<file path="src/rtl/mcu_spi_pixel_writer_pkg.sv">
// Shared constants and state encodings for the MCU SPI pixel writer.
// Pure declarations: no latency, no flow control.
package psram_pkg;

  localparam int         BURST_PIXELS = 8;
  localparam logic [7:0] CMD_WRITE    = 8'h02;
  localparam int         ADDR_W       = 22;

  typedef enum logic [1:0] {
    BANK_EMPTY,
    BANK_FILLING,
    BANK_READY
  } bank_state_t;

  typedef enum logic [2:0] {
    RX_IDLE,
    RX_CMD,
    RX_ADDR,
    RX_DATA,
    RX_IGNORE
  } rx_state_t;

endpackage

</file>
<file path="src/rtl/mcu_spi_pixel_writer_if.sv">
// Burst handoff to the PSRAM controller: req/ack plus an indexed read port into the presented bank.
// wr_req holds with stable fields until the controller pulses wr_ack.
interface mcu_spi_pixel_writer_if #(
  parameter int AW = psram_pkg::ADDR_W
);

  logic          wr_req;
  logic          wr_ack;
  logic [AW-1:0] wr_addr;
  logic [4:0]    wr_len;
  logic [3:0]    rd_idx;
  logic [15:0]   rd_data;

  modport master (
    output wr_req, wr_addr, wr_len, rd_data,
    input  wr_ack, rd_idx
  );

  modport slave (
    input  wr_req, wr_addr, wr_len, rd_data,
    output wr_ack, rd_idx
  );

endinterface

</file>
<file path="src/rtl/mcu_spi_pixel_writer_spi_oversample_rx.sv">
// Oversampled SPI mode-0 receiver: 2-FF synchronisers, sclk rising-edge detect, MSB-first byte assembly.
// byte_valid pulses one clk after the 8th edge; no backpressure, bytes must be consumed on the pulse.
module spi_oversample_rx (
  input  logic       clk,
  input  logic       reset,
  input  logic       sclk,
  input  logic       cs,
  input  logic       mosi,
  output logic       byte_valid,
  output logic [7:0] byte_data,
  output logic       cs_fall,
  output logic       cs_rise,
  output logic       cs_active
);

  logic [1:0] sclk_sync;
  logic [1:0] cs_sync;
  logic [1:0] mosi_sync;
  logic       sclk_d;
  logic       cs_d;
  logic [6:0] shift;
  logic [2:0] bit_cnt;
  logic       sclk_rise;

  assign sclk_rise = sclk_sync[1] & ~sclk_d;
  assign cs_fall   = cs_d & ~cs_sync[1];
  assign cs_rise   = ~cs_d & cs_sync[1];
  assign cs_active = ~cs_sync[1];

  // cs synchroniser resets to the deselected level so reset release never fakes a frame start.
  always_ff @(posedge clk or negedge reset) begin
    if (!reset) begin
      sclk_sync  <= 2'b00;
      cs_sync    <= 2'b11;
      mosi_sync  <= 2'b00;
      sclk_d     <= 1'b0;
      cs_d       <= 1'b1;
      shift      <= '0;
      bit_cnt    <= '0;
      byte_valid <= 1'b0;
      byte_data  <= '0;
    end else begin
      sclk_sync  <= {sclk_sync[0], sclk};
      cs_sync    <= {cs_sync[0], cs};
      mosi_sync  <= {mosi_sync[0], mosi};
      sclk_d     <= sclk_sync[1];
      cs_d       <= cs_sync[1];
      byte_valid <= 1'b0;
      if (cs_sync[1]) begin
        bit_cnt <= '0;
      end else if (sclk_rise) begin
        shift   <= {shift[5:0], mosi_sync[1]};
        bit_cnt <= bit_cnt + 3'd1;
        if (bit_cnt == 3'd7) begin
          byte_valid <= 1'b1;
          byte_data  <= {shift, mosi_sync[1]};
        end
      end
    end
  end

endmodule

</file>
<file path="src/rtl/mcu_spi_pixel_writer.sv">
// Decodes MCU SPI write frames into RGB565 pixels and hands ping-pong bursts to the PSRAM controller.
// Pixel lands in a bank one clk after its low byte; pixels arriving with both banks READY are dropped (overflow).
module mcu_spi_pixel_writer
  import psram_pkg::*;
#(
  parameter int         BURST_PIXELS = psram_pkg::BURST_PIXELS,
  parameter logic [7:0] CMD_WRITE    = psram_pkg::CMD_WRITE,
  parameter int         ADDR_W       = psram_pkg::ADDR_W
) (
  input  logic                          clk,
  input  logic                          reset,
  input  logic                          mcu_sclk,
  input  logic                          mcu_cs,
  input  logic                          mcu_mosi,
  mcu_spi_pixel_writer_if.master        wr,
  output logic                          frame_active,
  output logic                          err_cmd,
  output logic                          overflow
);

  localparam int         IDX_W    = $clog2(BURST_PIXELS);
  localparam logic [4:0] FULL_LEN = 5'(BURST_PIXELS);

  logic       byte_valid;
  logic [7:0] byte_data;
  logic       cs_fall;
  logic       cs_rise;

  spi_oversample_rx u_rx (
    .clk        (clk),
    .reset      (reset),
    .sclk       (mcu_sclk),
    .cs         (mcu_cs),
    .mosi       (mcu_mosi),
    .byte_valid (byte_valid),
    .byte_data  (byte_data),
    .cs_fall    (cs_fall),
    .cs_rise    (cs_rise),
    .cs_active  (frame_active)
  );

  rx_state_t         state;
  rx_state_t         state_nxt;
  logic [1:0]        addr_cnt;
  logic [ADDR_W-9:0] addr_sh;
  logic [ADDR_W-1:0] ptr;
  logic [7:0]        hi_byte;
  logic              hi_vld;
  logic              err_nxt;
  logic              pix_push;

  always_ff @(posedge clk or negedge reset) begin
    if (!reset) state <= RX_IDLE;
    else        state <= state_nxt;
  end

  always_comb begin
    state_nxt = state;
    err_nxt   = 1'b0;
    pix_push  = 1'b0;
    if (cs_rise) begin
      state_nxt = RX_IDLE;
    end else begin
      case (state)
        RX_IDLE: if (cs_fall) state_nxt = RX_CMD;
        RX_CMD: begin
          if (byte_valid) begin
            if (byte_data == CMD_WRITE) begin
              state_nxt = RX_ADDR;
            end else begin
              err_nxt   = 1'b1;
              state_nxt = RX_IGNORE;
            end
          end
        end
        RX_ADDR: if (byte_valid && addr_cnt == 2'd2) state_nxt = RX_DATA;
        RX_DATA: pix_push = byte_valid && hi_vld;
        default: ;
      endcase
    end
  end

  // Only the low ADDR_W bits of the 24-bit address survive, so the shifter keeps just enough history.
  always_ff @(posedge clk or negedge reset) begin
    if (!reset) begin
      addr_cnt <= '0;
      addr_sh  <= '0;
      ptr      <= '0;
      hi_byte  <= '0;
      hi_vld   <= 1'b0;
      err_cmd  <= 1'b0;
    end else begin
      err_cmd <= err_nxt;
      if (state == RX_CMD) begin
        addr_cnt <= '0;
        hi_vld   <= 1'b0;
      end
      if (state == RX_ADDR && byte_valid) begin
        addr_cnt <= addr_cnt + 2'd1;
        addr_sh  <= (ADDR_W-8)'({addr_sh, byte_data});
        if (addr_cnt == 2'd2) ptr <= {addr_sh, byte_data};
      end
      if (state == RX_DATA && byte_valid) begin
        hi_byte <= byte_data;
        hi_vld  <= ~hi_vld;
        if (hi_vld) ptr <= ptr + 1'b1;
      end
    end
  end

  bank_state_t       bank_st   [2];
  logic [ADDR_W-1:0] bank_addr [2];
  logic [4:0]        bank_cnt  [2];
  logic [15:0]       bank_mem  [2][BURST_PIXELS];
  logic              fill_sel;
  logic              out_sel;
  logic              fill_open;
  logic              fill_done;
  logic              flush;
  logic              release_out;

  assign fill_open   = bank_st[fill_sel] != BANK_READY;
  assign fill_done   = pix_push && fill_open && (bank_cnt[fill_sel] + 5'd1 == FULL_LEN);
  assign flush       = cs_rise && bank_st[fill_sel] == BANK_FILLING;
  assign release_out = wr.wr_ack && wr.wr_req;

  // Banks fill and drain in strict alternation, so the oldest READY bank is always out_sel.
  always_ff @(posedge clk or negedge reset) begin
    if (!reset) begin
      for (int b = 0; b < 2; b++) begin
        bank_st[b]   <= BANK_EMPTY;
        bank_addr[b] <= '0;
        bank_cnt[b]  <= '0;
      end
      fill_sel <= 1'b0;
      out_sel  <= 1'b0;
      overflow <= 1'b0;
    end else begin
      if (pix_push) begin
        if (fill_open) begin
          if (bank_st[fill_sel] == BANK_EMPTY) bank_addr[fill_sel] <= ptr;
          bank_cnt[fill_sel] <= bank_cnt[fill_sel] + 5'd1;
          bank_st[fill_sel]  <= fill_done ? BANK_READY : BANK_FILLING;
        end else begin
          overflow <= 1'b1;
        end
      end
      if (flush) bank_st[fill_sel] <= BANK_READY;
      if (fill_done || flush) fill_sel <= ~fill_sel;
      if (release_out) begin
        bank_st[out_sel]  <= BANK_EMPTY;
        bank_cnt[out_sel] <= '0;
        out_sel           <= ~out_sel;
      end
    end
  end

  always_ff @(posedge clk) begin
    if (pix_push && fill_open)
      bank_mem[fill_sel][bank_cnt[fill_sel][IDX_W-1:0]] <= {hi_byte, byte_data};
  end

  assign wr.wr_req  = bank_st[out_sel] == BANK_READY;
  assign wr.wr_addr = bank_addr[out_sel];
  assign wr.wr_len  = bank_cnt[out_sel];

  always_comb begin
    wr.rd_data = '0;
    if ({1'b0, wr.rd_idx} < FULL_LEN)
      wr.rd_data = bank_mem[out_sel][wr.rd_idx[IDX_W-1:0]];
  end

endmodule

</file>
<file path="src/flat_wrapper.sv">
// flat-port wrapper written by rule: the top's interface ports become plain ports
module mcu_spi_pixel_writer_flat import psram_pkg::*;
#(
  parameter int         BURST_PIXELS = psram_pkg::BURST_PIXELS,
  parameter logic [7:0] CMD_WRITE    = psram_pkg::CMD_WRITE,
  parameter int         ADDR_W       = psram_pkg::ADDR_W
)
  (clk, reset, mcu_sclk, mcu_cs, mcu_mosi, frame_active, err_cmd, overflow, wr_wr_req, wr_wr_addr, wr_wr_len, wr_rd_data, wr_wr_ack, wr_rd_idx);
  mcu_spi_pixel_writer_if wr_i ();
  input  logic clk;
  input  logic reset;
  input  logic mcu_sclk;
  input  logic mcu_cs;
  input  logic mcu_mosi;
  output logic frame_active;
  output logic err_cmd;
  output logic overflow;
  output wire logic [$bits(wr_i.wr_req)-1:0] wr_wr_req;
  output wire logic [$bits(wr_i.wr_addr)-1:0] wr_wr_addr;
  output wire logic [$bits(wr_i.wr_len)-1:0] wr_wr_len;
  output wire logic [$bits(wr_i.rd_data)-1:0] wr_rd_data;
  input wire logic [$bits(wr_i.wr_ack)-1:0] wr_wr_ack;
  input wire logic [$bits(wr_i.rd_idx)-1:0] wr_rd_idx;
  assign wr_wr_req = wr_i.wr_req;
  assign wr_wr_addr = wr_i.wr_addr;
  assign wr_wr_len = wr_i.wr_len;
  assign wr_rd_data = wr_i.rd_data;
  assign wr_i.wr_ack = wr_wr_ack;
  assign wr_i.rd_idx = wr_rd_idx;
  mcu_spi_pixel_writer #(.BURST_PIXELS(BURST_PIXELS), .CMD_WRITE(CMD_WRITE), .ADDR_W(ADDR_W)) u_core (.clk(clk), .reset(reset), .mcu_sclk(mcu_sclk), .mcu_cs(mcu_cs), .mcu_mosi(mcu_mosi), .wr(wr_i), .frame_active(frame_active), .err_cmd(err_cmd), .overflow(overflow));
endmodule
</file>
<file path="config.mk">
export PLATFORM = sky130hd
export DESIGN_NAME = mcu_spi_pixel_writer_flat
export DESIGN_NICKNAME = d
export VERILOG_FILES = /design/src/rtl/mcu_spi_pixel_writer_pkg.sv /design/src/rtl/mcu_spi_pixel_writer_if.sv /design/src/rtl/mcu_spi_pixel_writer_spi_oversample_rx.sv /design/src/rtl/mcu_spi_pixel_writer.sv /design/src/flat_wrapper.sv
export SDC_FILE = /design/constraint.sdc
export NUM_CORES = 1
export LEC_CHECK = 0
export BUFFER_PORTS_ARGS = -buffer_cell sky130_fd_sc_hd__buf_2
export CORE_MARGIN = 10
export CORE_UTILIZATION = 60
export DETAILED_ROUTE_END_ITERATION = 8
export GPL_TIMING_DRIVEN = 1
export PLACE_DENSITY = 0.8
export REMOVE_ABC_BUFFERS = 1
export SLEW_MARGIN = 20
export SYNTH_ARGS = -nofsm -noshare
export SYNTH_HDL_FRONTEND = slang
export SYNTH_SLANG_ARGS = --single-unit
</file>
<file path="constraint.sdc">
create_clock -name clk -period 4.4 [get_ports clk]
set_input_delay 0.66 -clock clk [delete_from_list [all_inputs] [get_ports clk]]
set_output_delay 0.66 -clock clk [all_outputs]
set_load 0.01 [all_outputs]
</file>
==> results by stage <==
Cells and area:
- The layout overhead on the synthesized area is 12.7%.
- Cells fill between 60 and 70% of the core in the end.
- The area of all placed cells without fillers is 0.0186 sq mm.
- For this run, the post-layout net count is between 1000 and 1500.
- The layout has 1715 filler cells.
- The repair_antennas step left the layout with diodes totalling 0.
- The flip-flop and latch area is 0.0112 sq mm.
- The finished layout holds 1419 standard cells, fillers aside.
- Summing all multi-input logic gate instances after layout gives around 0.0051 sq mm.
- The post-route netlist has 33.5% of its cells at a drive strength greater than 1.

Drt:
- The vias after detailed routing is 9109.
- The aggregate routed wire length is 36100 um.
- The DRC violation count after routing is 0.
- The average wire length per cell after detail routing is between 20 and 30 um.
- The count of nets left with antenna violations once routing finished came out at 0.
- Dividing the detail-routed via count by the number of cells gives 6.42.
- For this block, the initial DRC count from the detailed router was around 980.
- The number of detailed-routing iterations run before antenna repair is 7.

Timing:
- The routed design could run at a clock period as short as 3.72 ns.
- The worst hold margin is 0.211 ns.
- The final count of pins violating max slew was 0.
- The share of the clock period used by the worst path is a little over four fifths.
- Setup repair after global routing left no endpoint under its margin.
- The transition time at the pin with the least slew margin is ~1.1 ns.
- Setup violations remaining at the end of the flow were counted as 0.
- Clock skew on the completed layout was measured at 0.0194 ns.
- Based on the critical path, the design can be clocked at up to 269 MHz.
- The final-report hold violation count came to 0.
- The relative max-transition margin is 29.8%.
- The post-route worst setup slack is between 0.6 and 0.7 ns.

Floorplan:
- The die area is 0.0345 sq mm.
- The number of rows created at floorplan is 60.
- The die is 186 um tall.
- The die is between 150 and 200 um wide.
- The number of top-level design ports is 57.
- The effective utilization at floorplan is 61.0%.
- The placeable core region is 0.0270 sq mm.

Run status:
- The flow ran to the end, and the final reports show no timing, DRC or antenna violations.

Worst setup path:
- The startpoint of the lowest-slack register-to-register path is u_core.fill_sel.
- The endpoint identified for the worst register-to-register timing path is u_core.bank_mem[0][63].
- The kind of critical path is reg2out.
- The launching element of the worst setup path is u_core.out_sel.
- The worst setup path is launched from a flop.
- The worst register-to-register path has a depth of 5.
- The maximum fanout along the worst path is 26.
- The worst endpoint data arrival time is ~3.1 ns.
- The endpoint kind of the worst setup timing path is an output port.
- The worst register-to-register path has a setup slack of 1.12 ns.
- The required time of the worst setup path is 3.74 ns.

Clocking:
- The number of gates resized after cts is 0.
- The CTS sink count is just under 400.
- Buffers inserted to repair hold after CTS numbered 0.
- The number of H-tree branching levels is 2.
- The number of clock buffers added by TritonCTS is 40.
- For the worst-skew pair, the clock arrives at the later sink with an insertion delay of 0.54 ns.
- Once the clock tree was built, the setup fixing pass inserted 0 buffers.
- The clock transition at the registers of the reported paths is 0.06 ns.
- The tree is rooted in a sky130_fd_sc_hd__clkbuf_16.
- Counting along the longest clock path gives a buffer depth of 3.
- TritonCTS built the clock tree.

Global route:
- The number of global-route vias before repair is approximately 9400.
- The number of antenna violations at the first check in global routing is 0.
- The total overflow left after global routing is 0.
- Entering global routing, the biggest net connects 91 pins.
- The global-route wire length before repair is 56300 um.
- In the global route stage, overall resource usage came out at 21.4%.

Pwr:
- Power spread over the standard cell area amounts to 413 mW/mm^2.
- The leakage power is 6.94 nW.
- The worst-case IR drop observed on VDD is ~0.31 mV.

Logic synthesis:
- By area the synthesized netlist is led by sky130_fd_sc_hd__edfxtp_1, sky130_fd_sc_hd__dfrtp_1, sky130_fd_sc_hd__mux4_2, sky130_fd_sc_hd__mux2_2, sky130_fd_sc_hd__mux2_4.
- Among all flip-flop cells after synthesis, the most frequent one is sky130_fd_sc_hd__edfxtp_1.
- The part of the Yosys area used for sequential elements is 67.8%.
- The leading area contributor after synthesis is sky130_fd_sc_hd__edfxtp_1.
- The synthesized design devotes to its leading area cell type 46.6% of total area.
- The mapped netlist covers between 0.015 and 0.02 sq mm.
- The async set or reset register ratio after synthesis is a little over a third.
- The count of flip-flops with a built-in enable after synthesis is 256.
- A synthesized cell averages 16.9 sq um.
- The cell count after synthesis is approximately 970.
- The synthesized design contains roughly 400 register bits.
- Yosys printed 0 warnings.
- The number of distinct library cells after synthesis is 66.

Worst hold path:
- The kind of path behind the tightest hold check is in2async.

Place:
- The wire-length estimate of the detail-placed layout is 21100 um.
- Once placement finished, the instance area stood at 0.0173 sq mm.
- The last weighted congestion value of the routability-driven placer is 0.850.
- The number of cells after detailed placement is between 1000 and 1500.
- In this run the tool buffered the top-level ports with 56 buffer cells.
- The worst-case setup slack after placement is 1.07 ns.

Job:
- Max-cap violations in this run came to 0.
## kinds of logic (layout without fill, tap and decap cells)
kind of cell | after synthesis | after routing | share of synthesized area [%]
simple gates | 218 | 218 | 7.11
xor+xnor | 6 | 6 | 0.319
compound gates | 88 | 88 | 3.64
flops | 395 | 395 | 67.8
buf+inv | 70 | 175 | 2.00
fa+ha+maj | 6 | 6 | 0.456
mux | 190 | 190 | 18.7
## synth_stat cells, types with 3 or more instances
cell type,instances
sky130_fd_sc_hd__a211oi_1,6
sky130_fd_sc_hd__a21oi_1,22
sky130_fd_sc_hd__a22oi_1,3
sky130_fd_sc_hd__a31oi_1,3
sky130_fd_sc_hd__and3_1,7
sky130_fd_sc_hd__and4_1,5
sky130_fd_sc_hd__buf_1,7
sky130_fd_sc_hd__buf_2,18
sky130_fd_sc_hd__buf_6,5
sky130_fd_sc_hd__clkbuf_1,25
sky130_fd_sc_hd__dfrtp_1,136
sky130_fd_sc_hd__dfstp_2,3
sky130_fd_sc_hd__edfxtp_1,256
sky130_fd_sc_hd__ha_1,6
sky130_fd_sc_hd__inv_1,13
sky130_fd_sc_hd__mux2_1,7
sky130_fd_sc_hd__mux2_2,78
sky130_fd_sc_hd__mux2_4,14
sky130_fd_sc_hd__mux2i_1,11
sky130_fd_sc_hd__mux4_2,80
sky130_fd_sc_hd__nand2_1,53
sky130_fd_sc_hd__nand2b_1,6
sky130_fd_sc_hd__nand3_1,14
sky130_fd_sc_hd__nand3b_1,4
sky130_fd_sc_hd__nand4_1,7
sky130_fd_sc_hd__nor2_1,47
sky130_fd_sc_hd__nor2b_1,19
sky130_fd_sc_hd__nor3_1,16
sky130_fd_sc_hd__nor3_2,3
sky130_fd_sc_hd__nor3b_1,3
sky130_fd_sc_hd__nor4_1,11
sky130_fd_sc_hd__nor4b_1,5
sky130_fd_sc_hd__o21a_1,3
sky130_fd_sc_hd__o21ai_0,14
sky130_fd_sc_hd__o21ai_1,5
sky130_fd_sc_hd__o221a_2,8
sky130_fd_sc_hd__o22ai_1,6
sky130_fd_sc_hd__or3_1,3
sky130_fd_sc_hd__xnor2_1,5
## metal layers
metal / wire length [um] / track usage [%]
met1: 13900 / 27.7
met2: 19000 / 37.3
met3: 2460 / 3.37
met4: 740 / 5.45
met5: 0 / 0
## report_power, final
part | internal (mW) | total, mW | switching, mW
clock network | 1.93 | 3.31 | 1.38
registers | 3.97 | 4.05 | 0.0776
logic | 0.146 | 0.308 | 0.162
## per-stage QoR
| stage | total power [mW] | TNS [ns] |
|---|---|---|
| after floorplan | 4.30 | -11.83 |
| after global placement | 4.43 | 0 |
| after detailed placement | 4.43 | 0 |
| after CTS | 7.72 | 0 |
| after global routing | 7.89 | 0 |
| final | 7.67 | 0 |
## layout by cell type, fill, tap and decap left out, types with 5 or more instances in the layout
| cell | synthesis | final |
|---|---|---|
| sky130_fd_sc_hd__o21ai_0 | 14 | 14 |
| sky130_fd_sc_hd__clkinv_2 | 0 | 8 |
| sky130_fd_sc_hd__mux2_2 | 78 | 78 |
| sky130_fd_sc_hd__a21oi_1 | 22 | 22 |
| sky130_fd_sc_hd__a211oi_1 | 6 | 6 |
| sky130_fd_sc_hd__nand4_1 | 7 | 7 |
| sky130_fd_sc_hd__buf_4 | 2 | 31 |
| sky130_fd_sc_hd__o221a_2 | 8 | 8 |
| sky130_fd_sc_hd__xnor2_1 | 5 | 5 |
| sky130_fd_sc_hd__mux4_2 | 80 | 80 |
| sky130_fd_sc_hd__and3_1 | 7 | 7 |
| sky130_fd_sc_hd__nor3_2 | 3 | 8 |
| sky130_fd_sc_hd__clkinv_1 | 0 | 6 |
| sky130_fd_sc_hd__mux2i_1 | 11 | 11 |
| sky130_fd_sc_hd__o22ai_1 | 6 | 6 |
| sky130_fd_sc_hd__nor4_1 | 11 | 8 |
| sky130_fd_sc_hd__clkbuf_16 | 0 | 42 |
| sky130_fd_sc_hd__mux2_1 | 7 | 7 |
| sky130_fd_sc_hd__nand2b_1 | 6 | 6 |
| sky130_fd_sc_hd__nor2_1 | 47 | 46 |
| sky130_fd_sc_hd__clkbuf_1 | 25 | 8 |
| sky130_fd_sc_hd__dfrtp_1 | 136 | 135 |
| sky130_fd_sc_hd__nor3_1 | 16 | 10 |
| sky130_fd_sc_hd__nand3_1 | 14 | 14 |
| sky130_fd_sc_hd__and4_1 | 5 | 5 |
| sky130_fd_sc_hd__inv_1 | 13 | 13 |
| sky130_fd_sc_hd__nor2b_1 | 19 | 19 |
| sky130_fd_sc_hd__o21ai_1 | 5 | 5 |
| sky130_fd_sc_hd__mux2_4 | 14 | 14 |
| sky130_fd_sc_hd__buf_2 | 18 | 55 |
| sky130_fd_sc_hd__ha_1 | 6 | 6 |
| sky130_fd_sc_hd__nand2_1 | 53 | 53 |
| sky130_fd_sc_hd__edfxtp_1 | 256 | 256 |
## area by class of cell
type | count | share of cell area (%)
repair buffers | 89 | 3.01
clock inverters | 19 | 0.835
inverters | 13 | 0.263
flip-flops and latches | 395 | 60.2
clock buffers | 54 | 6.12
well taps | 341 | 2.30
multi-input cells | 508 | 27.3
## how the worst max path moves through the flow
stage	endpoint	slack (ns)	depth (start not counted)
2_1_floorplan	wr_rd_data[0]	-0.73	3
3_3_place_gp	wr_rd_data[5]	1.11	6
3_5_place_dp	wr_rd_data[4]	1.07	6
4_1_cts	wr_rd_data[10]	0.65	5
5_1_grt	wr_rd_data[10]	0.58	5
6_report	wr_rd_data[2]	0.68	5
## worst max-delay path: stages, from the launching register on
cell                      delay [ns]
sky130_fd_sc_hd__dfrtp_4        0.71
sky130_fd_sc_hd__buf_4          0.43
sky130_fd_sc_hd__mux4_2         0.57
sky130_fd_sc_hd__mux4_2         0.46
sky130_fd_sc_hd__nor2b_1        0.17
sky130_fd_sc_hd__buf_2          0.17
## sequential cells by signal, indices dropped and copies added (netlist names), 3 cells and up
signal,flops
u_core.u_rx.bit_cnt,3
u_core.addr_sh,14
u_core.bank_addr,44
u_core.hi_byte,8
u_core.state,3
u_core.ptr,22
u_core.bank_st,4
u_core.bank_cnt,10
u_core.u_rx.byte_data,8
u_core.bank_mem,256
u_core.u_rx.shift,7
No activity file was read; power rests on OpenSTA's default activity.
